## config.mk

```make
export PLATFORM = sky130hd
export DESIGN_NAME = mem_access_flat
export DESIGN_NICKNAME = d
export VERILOG_FILES = /design/src/rtl/mem_access_pkg.sv /design/src/rtl/mem_access_if.sv /design/src/rtl/mem_access_load_extend.sv /design/src/rtl/mem_access.sv /design/src/flat_wrapper.sv
export SDC_FILE = /design/constraint.sdc
export NUM_CORES = 1
export LEC_CHECK = 0
export BUFFER_PORTS_ARGS = -buffer_cell sky130_fd_sc_hd__buf_2
export CAP_MARGIN = 20
export CORE_ASPECT_RATIO = 1.2
export CORE_UTILIZATION = 35
export CTS_CLUSTER_DIAMETER = 100
export DETAILED_ROUTE_END_ITERATION = 8
export PLACE_DENSITY_LB_ADDON = 0.25
export SLEW_MARGIN = 20
export SYNTH_ARGS = -nofsm -noshare
export SYNTH_HDL_FRONTEND = slang
export SYNTH_SLANG_ARGS = --single-unit
```

## constraint.sdc

```tcl
create_clock -name clk -period 3.8 [get_ports clk]
set_input_delay 0.57 -clock clk [delete_from_list [all_inputs] [get_ports clk]]
set_output_delay 0.57 -clock clk [all_outputs]
set_load 0.01 [all_outputs]
```

## src/rtl/mem_access_pkg.sv

```systemverilog
// Shared definitions for the MEM stage: bus widths, FSM state codes and
// access-length codes, plus small helpers for decoding the length field.
package mem_access_pkg;

    localparam int WORD_W = 32;
    localparam int REG_W  = 5;
    localparam int BYTE_W = 8;

    // FSM state encodings (kept as plain constants for legacy tools)
    localparam logic [2:0] ST_IDLE = 3'd0;
    localparam logic [2:0] ST_REQ  = 3'd1;
    localparam logic [2:0] ST_XFER = 3'd2;
    localparam logic [2:0] ST_FIN  = 3'd3;
    localparam logic [2:0] ST_DONE = 3'd4;

    // Raw ex_len codes; anything else is a word access
    localparam logic [2:0] LEN_CODE_B = 3'd1;
    localparam logic [2:0] LEN_CODE_H = 3'd2;

    typedef enum logic [1:0] {
        LEN_B = 2'd0,
        LEN_H = 2'd1,
        LEN_W = 2'd2
    } len_e;

    function automatic len_e decode_len(input logic [2:0] code);
        case (code)
            LEN_CODE_B: return LEN_B;
            LEN_CODE_H: return LEN_H;
            default:    return LEN_W;
        endcase
    endfunction

    function automatic logic [2:0] len_bytes(input len_e len);
        case (len)
            LEN_B:   return 3'd1;
            LEN_H:   return 3'd2;
            default: return 3'd4;
        endcase
    endfunction

endpackage

```

## src/rtl/mem_access_if.sv

```systemverilog
// Byte-wide memory bus between the MEM stage (master) and the arbiter /
// memory (slave). Read data returns one cycle after the address.
interface mem_access_if;
    import mem_access_pkg::*;

    logic              mem_req;
    logic              mem_gnt;
    logic [WORD_W-1:0] mem_addr;
    logic              mem_wr;
    logic [BYTE_W-1:0] mem_wdata;
    logic [BYTE_W-1:0] mem_rdata;

    modport master (
        output mem_req, mem_addr, mem_wr, mem_wdata,
        input  mem_gnt, mem_rdata
    );

    modport slave (
        input  mem_req, mem_addr, mem_wr, mem_wdata,
        output mem_gnt, mem_rdata
    );

endinterface

```

## src/rtl/mem_access_load_extend.sv

```systemverilog
// Turns the assembled little-endian load bytes into the writeback word:
// bytes and halves are zero- or sign-extended, words pass unchanged.
module load_extend
    import mem_access_pkg::*;
(
    input  logic [WORD_W-1:0] raw,
    input  len_e              len,
    input  logic              sign_en,
    output logic [WORD_W-1:0] data
);

    // Select the extension that matches the access length
    always_comb begin
        // NOTE: every output gets a value before the case so no path can infer a latch.
        data = raw;
        case (len)
            LEN_B:   data = {{(WORD_W-8){sign_en & raw[7]}}, raw[7:0]};
            LEN_H:   data = {{(WORD_W-16){sign_en & raw[15]}}, raw[15:0]};
            default: data = raw;
        endcase
    end

endmodule

```

## src/rtl/mem_access.sv

```systemverilog
// MEM stage: serialises a 1/2/4-byte load or store onto the byte-wide
// memory bus, stalling the pipeline until the access completes, and
// forwards the writeback request to MEM/WB.
module mem_access
    import mem_access_pkg::*;
(
    input  logic              clk,
    input  logic              rst,
    input  logic              ex_wb_flag,
    input  logic [REG_W-1:0]  ex_wb_rd,
    input  logic [WORD_W-1:0] ex_wb_data,
    input  logic              ex_load,
    input  logic              ex_save,
    input  logic [WORD_W-1:0] ex_mem_addr,
    input  logic [WORD_W-1:0] ex_store_data,
    input  logic [2:0]        ex_len,
    input  logic              ex_signed,
    mem_access_if.master      bus,
    output logic              stall_req,
    output logic              wb_flag,
    output logic [REG_W-1:0]  wb_rd,
    output logic [WORD_W-1:0] wb_data
);

    logic [2:0]        state;
    logic [2:0]        k;          // byte counter; reaches N in FIN
    logic [WORD_W-1:0] addr_q;
    logic [WORD_W-1:0] store_q;
    logic [WORD_W-1:0] wbdata_q;
    logic [WORD_W-1:0] rdata_q;    // load bytes assembled little-endian
    logic [WORD_W-1:0] ext_data;
    len_e              len_q;
    logic              signed_q;
    logic              flag_q;
    logic              is_store_q;
    logic [REG_W-1:0]  rd_q;

    logic              mem_op;
    logic [2:0]        last_idx;
    logic [1:0]        cap_idx;
    logic              capture;

    assign mem_op   = ex_load | ex_save;
    assign last_idx = len_bytes(len_q) - 3'd1;
    // Read data lags the address by one cycle, so the byte arriving now
    // belongs to the address issued with the previous counter value.
    assign cap_idx  = 2'(k - 3'd1);
    assign capture  = !is_store_q &&
                      ((state == ST_XFER && k != 3'd0) || state == ST_FIN);

    load_extend u_load_extend (
        .raw     (rdata_q),
        .len     (len_q),
        .sign_en (signed_q),
        .data    (ext_data)
    );

    // FSM, byte counter, request latches and load-byte capture
    always_ff @(posedge clk) begin
        // NOTE: non-blocking assignments keep every register reading pre-edge values.
        if (rst) begin
            state      <= ST_IDLE;
            k          <= 3'd0;
            addr_q     <= '0;
            store_q    <= '0;
            wbdata_q   <= '0;
            rdata_q    <= '0;
            len_q      <= LEN_B;
            signed_q   <= 1'b0;
            flag_q     <= 1'b0;
            is_store_q <= 1'b0;
            rd_q       <= '0;
        end else begin
            if (capture) begin
                rdata_q[{cap_idx, 3'b000} +: BYTE_W] <= bus.mem_rdata;
            end
            case (state)
                ST_IDLE: begin
                    if (mem_op) begin
                        addr_q     <= ex_mem_addr;
                        store_q    <= ex_store_data;
                        wbdata_q   <= ex_wb_data;
                        len_q      <= decode_len(ex_len);
                        signed_q   <= ex_signed;
                        flag_q     <= ex_wb_flag;
                        rd_q       <= ex_wb_rd;
                        // A simultaneous load and save is a load
                        is_store_q <= ex_save & ~ex_load;
                        k          <= 3'd0;
                        state      <= ST_REQ;
                    end
                end
                ST_REQ: begin
                    if (bus.mem_gnt) begin
                        k     <= 3'd0;
                        state <= ST_XFER;
                    end
                end
                ST_XFER: begin
                    k <= k + 3'd1;
                    if (k == last_idx) begin
                        // Loads need one more cycle for the last read byte
                        state <= is_store_q ? ST_DONE : ST_FIN;
                    end
                end
                ST_FIN:  state <= ST_DONE;
                ST_DONE: state <= ST_IDLE;
                default: state <= ST_IDLE;
            endcase
        end
    end

    // Bus, stall and writeback outputs decoded from the current state
    always_comb begin
        bus.mem_req   = 1'b0;
        bus.mem_wr    = 1'b0;
        bus.mem_addr  = '0;
        bus.mem_wdata = '0;
        stall_req     = 1'b0;
        wb_flag       = 1'b0;
        wb_rd         = '0;
        wb_data       = '0;
        case (state)
            ST_IDLE: begin
                if (mem_op) begin
                    stall_req = 1'b1;
                end else begin
                    wb_flag = ex_wb_flag;
                    wb_rd   = ex_wb_rd;
                    wb_data = ex_wb_data;
                end
            end
            ST_REQ: begin
                bus.mem_req  = 1'b1;
                bus.mem_addr = addr_q;
                stall_req    = 1'b1;
            end
            ST_XFER: begin
                bus.mem_req   = 1'b1;
                bus.mem_addr  = addr_q + WORD_W'(k);
                bus.mem_wr    = is_store_q;
                bus.mem_wdata = store_q[{k[1:0], 3'b000} +: BYTE_W];
                stall_req     = 1'b1;
            end
            ST_FIN: begin
                stall_req = 1'b1;
            end
            ST_DONE: begin
                wb_flag = flag_q;
                wb_rd   = rd_q;
                wb_data = is_store_q ? wbdata_q : ext_data;
            end
            default: ;
        endcase
        // Pipeline-facing outputs are quiet while reset is held
        if (rst) begin
            stall_req = 1'b0;
            wb_flag   = 1'b0;
            wb_rd     = '0;
            wb_data   = '0;
        end
    end

endmodule

```

## src/flat_wrapper.sv

```systemverilog
// flat-port wrapper written by rule: the top's interface ports become plain ports
module mem_access_flat import mem_access_pkg::*;
  (clk, rst, ex_wb_flag, ex_wb_rd, ex_wb_data, ex_load, ex_save, ex_mem_addr, ex_store_data, ex_len, ex_signed, stall_req, wb_flag, wb_rd, wb_data, bus_mem_req, bus_mem_addr, bus_mem_wr, bus_mem_wdata, bus_mem_gnt, bus_mem_rdata);
  mem_access_if bus_i ();
  input  logic clk;
  input  logic rst;
  input  logic ex_wb_flag;
  input  logic [REG_W-1:0] ex_wb_rd;
  input  logic [WORD_W-1:0] ex_wb_data;
  input  logic ex_load;
  input  logic ex_save;
  input  logic [WORD_W-1:0] ex_mem_addr;
  input  logic [WORD_W-1:0] ex_store_data;
  input  logic [2:0] ex_len;
  input  logic ex_signed;
  output logic stall_req;
  output logic wb_flag;
  output logic [REG_W-1:0] wb_rd;
  output logic [WORD_W-1:0] wb_data;
  output wire logic [$bits(bus_i.mem_req)-1:0] bus_mem_req;
  output wire logic [$bits(bus_i.mem_addr)-1:0] bus_mem_addr;
  output wire logic [$bits(bus_i.mem_wr)-1:0] bus_mem_wr;
  output wire logic [$bits(bus_i.mem_wdata)-1:0] bus_mem_wdata;
  input wire logic [$bits(bus_i.mem_gnt)-1:0] bus_mem_gnt;
  input wire logic [$bits(bus_i.mem_rdata)-1:0] bus_mem_rdata;
  assign bus_mem_req = bus_i.mem_req;
  assign bus_mem_addr = bus_i.mem_addr;
  assign bus_mem_wr = bus_i.mem_wr;
  assign bus_mem_wdata = bus_i.mem_wdata;
  assign bus_i.mem_gnt = bus_mem_gnt;
  assign bus_i.mem_rdata = bus_mem_rdata;
  mem_access u_core (.clk(clk), .rst(rst), .ex_wb_flag(ex_wb_flag), .ex_wb_rd(ex_wb_rd), .ex_wb_data(ex_wb_data), .ex_load(ex_load), .ex_save(ex_save), .ex_mem_addr(ex_mem_addr), .ex_store_data(ex_store_data), .ex_len(ex_len), .ex_signed(ex_signed), .bus(bus_i), .stall_req(stall_req), .wb_flag(wb_flag), .wb_rd(wb_rd), .wb_data(wb_data));
endmodule
```

Word level (Yosys, flattened, before mapping)
Index checks and enable logic that the tools add are counted.
{"block": "word_totals", "ff_bits": 144, "input_bits": 119, "elab_cells": 77}
{"block": "op_classes", "add_sub_neg": 5, "n_eq_ne": 11, "shifts": 3, "muxes": 29, "n_bitwise": 5, "reduce_logical": 13}
{"cell": "32-bit one-hot mux with 2 select lines", "count": 3}
{"cell": "32-bit 2-to-1 mux", "count": 3}
{"cell": "32-bit by 3-bit adder with 32-bit output", "count": 1}
{"cell": "32-bit bitwise mux", "count": 1}
{"cell": "8-bit by 7-bit variable shift with 32-bit output (first input constant)", "count": 1}
{"cell": "32-bit by 6-bit variable part select with 8-bit output", "count": 1}
{"cell": "8-bit by 7-bit variable part select with 32-bit output", "count": 1}
{"cell": "3-bit 2-to-1 mux", "count": 6}
{"cell": "3-bit one-hot mux with 4 select lines", "count": 1}
{"cell": "5-bit 2-to-1 mux", "count": 2}
{"cell": "5-bit one-hot mux with 2 select lines", "count": 1}
{"cell": "3-bit by 2-bit equality test with 1-bit output (second input constant)", "count": 3}
{"cell": "3-bit one-hot mux with 3 select lines", "count": 1}
{"cell": "8-bit 2-to-1 mux", "count": 1}
{"cell": "5-bit negation with 7-bit output", "count": 1}
{"cell": "3-bit by 1-bit equality test with 1-bit output (second input constant)", "count": 2}
{"cell": "1-bit 2-to-1 mux", "count": 6}
{"cell": "3-bit one-hot mux with 2 select lines", "count": 1}
{"cell": "3-bit AND reduction", "count": 2}
{"cell": "3-bit nonzero test", "count": 2}
{"cell": "2-bit != test (second input constant)", "count": 2}
{"cell": "1-bit one-hot mux with 2 select lines", "count": 2}
{"cell": "2-bit one-hot mux with 2 select lines", "count": 1}
{"cell": "3-bit by 1-bit adder with 3-bit output (second input constant)", "count": 1}
{"cell": "other kinds (17)", "count": 20}

Depth between registers and ports, before layout
{"block": "logic_depth", "word_depth": 6, "ltp_mapped": 9, "depth_no_buf": 8}

By module
A second synthesis with hierarchy kept.
{"block": "hier_totals", "cells_unflattened": 1061, "area_unflattened_um2": 7836.3}
{"mod": "mem_access", "n_inst": 1, "cells_per_inst": 995, "area_per_inst_um2": 7450.9, "seq_area_each_um2": 2882.8}
{"mod": "load_extend", "n_inst": 1, "cells_per_inst": 66, "area_per_inst_um2": 385.4, "seq_area_each_um2": 0.0}

Least setup slack after synthesis
Ideal clock, no wire load.
{"block": "synth_timing", "path_kind": "reg-to-output", "from": "reg u_core.k[1]", "to": "out bus_mem_addr[24]", "arrival_time_ns": 2.742, "required_time_ns": 3.230, "slack_ns": 0.488, "stages_incl_launch_ff": 10, "path_buffers": 2, "cell_sequence": "dfxtp_1 clkbuf_1 inv_1 fa_1 nor2b_1 o211ai_1 or3_1 buf_6 or4_1 nand3_1"}
{"block": "synth_via", "elab_chain_len": 2}
{"element": "start: declaration", "line_no": "mem_access.sv:26", "source": "logic [2:0] k;"}
{"element": "start signal: assignment", "line_no": "mem_access.sv:100", "source": "k <= k + 3'd1;"}
{"element": "32-bit by 3-bit adder with 32-bit output", "line_no": "mem_access.sv:140", "source": "bus.mem_addr = addr_q + WORD_W'(k);"}
{"element": "32-bit one-hot mux with 2 select lines", "line_no": "mem_access.sv:123", "source": "case (state)"}
{"element": "end: declaration", "line_no": "flat_wrapper.sv:21", "source": "output wire logic [$bits(bus_i.mem_addr)-1:0] bus_mem_addr;"}
No other way between the ends.

Final worst setup path
{"block": "layout_timing", "from": "reg u_core.addr_q[0]", "to": "out bus_mem_addr[24]"}
{"block": "layout_via", "elab_chain_len": 2}
{"element": "start: declaration", "line_no": "mem_access.sv:27", "source": "logic [WORD_W-1:0] addr_q;"}
{"element": "start signal: assignment", "line_no": "mem_access.sv:80", "source": "addr_q <= ex_mem_addr;"}
{"element": "32-bit by 3-bit adder with 32-bit output", "line_no": "mem_access.sv:140"}
{"element": "32-bit one-hot mux with 2 select lines", "line_no": "mem_access.sv:123"}
No other way between the ends.

==> results <==
- Counting every instance in the synthesized netlist gives 1052.
- The worst register-to-register path begins at u_core.k[0].
- Summing every instance area after synthesis gives 0.00764 sq mm.
- Summing the areas of all and, or, nand and nor instances in the mapped netlist gives 29.0% of the synthesized area.
- The global router's overall resource usage is 21.0%.
- The number of global-route vias before repair is 7259.
- The maximum resistive drop on vdd is 0.000307 V.
- The critical path ends at bus_mem_addr[24].
- The pre-antenna-repair detailed-routing pass consisted of 5 iterations.
- In this run the tightest slew margin relative to its limit is 41.6%.
- The number of primary I/O pins is 200.
- The floorplan step set the die height to 164 microns.
- The total number of yosys warnings is 0.
- The weighted congestion at the end of routability-driven global placement is 0.840.
- The maximum fanout along the worst path is 10.
- The DRC violations left is 0.
- The buffer depth of the longest clock path is 2.
- The share of synthesized flip-flops with an asynchronous set or reset is 0%.
- Summed over its instances, the top area cell type makes up 37.7% of the synthesized netlist area.
- The net count of the finished layout is 1339.
- After layout, the worst path uses 93.4% of the clock period.
- The summed negative setup slack over all endpoints is 0 ps.
- Dividing the detail-routed via count by the number of cells gives 5.19.
- The worst hold-check path type is primary input to register.
- After the flow finishes, the layout carries non-filler instances totaling 1494.
- Buffers added to address setup during post-CTS repair amount to 0.
- The number of failing setup endpoints in the final timing report is 0.
- The synthesized netlist devotes 1.26% of its cell area to XOR and XNOR gates.
- The clock latency on the worst-skew pair is 420 ps.
- The number of buffers created by CTS is 17.
- For this run, the leading register cell type out of synthesis is sky130_fd_sc_hd__dfxtp_1.
- After floorplanning, the core was sized to cover 0.0212 sq mm.
- On the final layout, the worst clock skew is 10.7 ps.
- The register clock-pin slew on the reported worst setup and hold paths is 70 ps.
- The total overflow left after global routing is 0.
- Summing the areas of all compound-gate instances in the mapped netlist gives 20.6% of the synthesized area.
- The commonest cells after synthesis are sky130_fd_sc_hd__nand2_1 (291), sky130_fd_sc_hd__a21oi_1 (165), sky130_fd_sc_hd__dfxtp_1 (144).
- The first global-routing pass estimated 36800 microns of wire.
- CTS saw 144 sinks.
- Power spread over the standard cell area amounts to 540 mW/mm^2.
- The initial core utilization is 36.1%.
- Dividing the detail-routed wire length by the instance count gives 15.6 microns.
- The share of the yosys chip area belonging to registers is 37.7%.
- Ranked by total cell area, the synthesized netlist is headed by sky130_fd_sc_hd__dfxtp_1 (38%), sky130_fd_sc_hd__nand2_1 (14%), sky130_fd_sc_hd__a21oi_1 (11%).
- For flop-to-flop paths, the worst setup slack is 1360 ps.
- After detailed placement, the design holds a cell count of 1459.
- The element type at the critical path end is a primary output.
- The largest family of logic cells by synthesized area is simple AND/OR/NAND/NOR gates.
- The number of synthesized register bits is 144.
- The maximum number of pins on one net before global-route repair is 79.
- After floorplanning, the core was divided into 58 placement rows.
- Based on the critical path, the design can be clocked at up to 282 MHz.
- Counting every net in the synthesized netlist gives 1183.
- The post-detailed-placement half-perimeter wirelength is 16300 microns.
- The number of different library cells used by synthesis comes to 61.
- The first routing iteration left 369 violations.
- The initial antenna violation count was 3.
- The H-tree level count is 4.
- The flow ran to the end, and the final reports show no timing, DRC or antenna violations.
- The library cell with the largest summed area after synthesis is sky130_fd_sc_hd__dfxtp_1.
- The floorplan step defined a die boundary enclosing 0.0224 sq mm.
- The synthesis-to-finish area growth is 23.1%.
- Max-cap violations in this run came to 0.
- The floorplan step set the die width to 137 microns.
- The number of max-slew violations in the final report came to 0.
- Data on the critical path is required at its endpoint by 3230 ps.
- The via count of the routed design is 7751.
- By instance count, the leading cell after synthesis is sky130_fd_sc_hd__nand2_1.
- Of the post-synthesis cell area, the part taken by muxes is 3.70%.
- The final routed wirelength across all metal layers is 23300 microns.
- The cell leakage power is 3.91 nW.
- The element type at the critical path start is a register.
- The antenna violation net count after detailed routing is 0.
- After Yosys synthesis, full adders, half adders and majority gates account for 2.06% of the synthesized area.
- The capturing point of the worst reg2reg path is u_core.rdata_q[29].
- The number of cells on the worst reg-to-reg path is 8.
- The number of endpoints with negative hold slack in the final report is 0.
- TritonCTS built the clock tree.
- At the pin with the least slew margin, the transition time is 875 ps.
- Yosys mapped a number of flops with a built-in enable equal to 0.
- The post-synthesis average cell area is 7.26 sq um.
- The critical path data arrival time is 2980 ps.
- Of the cells placed in the final design, the portion with a size suffix greater than 1 is 22.9%.
- The final period demand of the worst path is 3550 ps.
- Setup repair after global routing left no endpoint under its margin.
- The setup path with the least slack is of type register to primary output.
- The count of buffers added on input and output ports is 199.
- The buffer type at the clock tree root is sky130_fd_sc_hd__clkbuf_16.
- The worst hold path was traced through 3 stages.
- The startpoint of the worst setup timing path is u_core.addr_q[0].
==> critical path: stages, from the launching register on <==
cell and delay [ps]:
sky130_fd_sc_hd__dfxtp_1 350, sky130_fd_sc_hd__ha_1 170, sky130_fd_sc_hd__inv_1 50, sky130_fd_sc_hd__fa_1 390, sky130_fd_sc_hd__nor2b_1 200, sky130_fd_sc_hd__o211ai_1 200
sky130_fd_sc_hd__or3_4 490, sky130_fd_sc_hd__or4_1 490, sky130_fd_sc_hd__nand3_1 90, sky130_fd_sc_hd__buf_2 120
==> cell type report <==
type / count / area, sq um
repair buffers: 221 / 1180
clock buffers: 18 / 439
multi-input cells: 802 / 4360
clock inverters: 14 / 123
flip-flops and latches: 144 / 2880
fillers: 2297 / 11800
well taps: 270 / 338
inverters: 22 / 82.6
diodes: 3 / 7.51
==> power by group <==
part / switching (mW) / leakage [nW] / internal, mW
logic: 1.01 / 2.46 / 0.558
clock network: 0.711 / 0.270 / 0.877
registers: 0.194 / 1.18 / 1.73
total: 1.92 / 3.91 / 3.17
==> worst min path at each step <==
stage,slack [ps],endpoint,startpoint
after detailed placement,440,u_core.wbdata_q[25],u_core.wbdata_q[25]
final,390,u_core.addr_q[27],ex_mem_addr[27]
after global routing,390,u_core.store_q[2],ex_store_data[2]
after floorplan,430,u_core.rdata_q[0],u_core.rdata_q[0]
after global placement,440,u_core.wbdata_q[26],u_core.wbdata_q[26]
after CTS,370,u_core.addr_q[27],ex_mem_addr[27]
==> sequential cells by signal, indices dropped and copies added, names as in the netlist <==
register	flops
u_core.addr_q	32
u_core.rdata_q	32
u_core.store_q	32
u_core.wbdata_q	32
u_core.rd_q	5
u_core.k	3
u_core.state	3
u_core.len_q	2
u_core.flag_q	1
u_core.is_store_q	1
u_core.signed_q	1
==> layer usage <==
layer / vias to the layer above / GRT usage, % / share of wire (%)
met1: 3609 / 25.8 / 43
li1: 3932 / - / -
met4: 0 / 6.39 / 1.4
met3: 25 / 3.27 / 4.2
met2: 185 / 37.2 / 51
met5: - / 0 / 0
==> cell families after synthesis <==
logic type / after synthesis
adder cells (fa/ha/maj): 12
XOR/XNOR: 11
AND/OR/NAND/NOR: 498
AO/OA/AOI/OAI: 263
flip-flops: 144
multiplexers: 18
buffers and inverters: 106
==> cells in the final DEF (no fill, tap or decap), drive strengths merged, types with 5 or more instances in the layout <==
| cell | n |
|---|---|
| nand3 | 26 |
| and2 | 14 |
| nor3 | 33 |
| mux2i | 8 |
| or4 | 5 |
| nand4 | 13 |
| o21ai | 29 |
| inv | 30 |
| nor2 | 59 |
| ha | 11 |
| and3 | 7 |
| nand2b | 28 |
| a21oi | 165 |
| clkbuf | 18 |
| mux4 | 8 |
| a221o | 8 |
| a31oi | 5 |
| a22oi | 6 |
| xnor2 | 6 |
| dfxtp | 144 |
| buf | 221 |
| o311ai | 6 |
| xor2 | 5 |
| o211ai | 5 |
| nand2 | 292 |
| a32o | 17 |
| or3 | 5 |
==> repair_timing <==
item                                    4_1_cts  5_1_grt
gates resized for setup                       0        1
hold endpoints to repair                      0        0
endpoints found under the setup margin        0        2
hold buffers                                  0        0
==> through the flow <==
step	power [mW]	utilization (%)	cell area [sq um]	hold WS [ps]	setup slack [ps]
after CTS	5.14	44.3	9390	372	139
after floorplan	3.01	-	7640	431	488
after global placement	3.53	41.7	8830	436	646
after global routing	5.42	44.4	9410	386	47.8
after detailed placement	3.55	41.7	8830	441	585
final	5.08	44.4	9410	386	252
(Power assumes the default switching activity.)
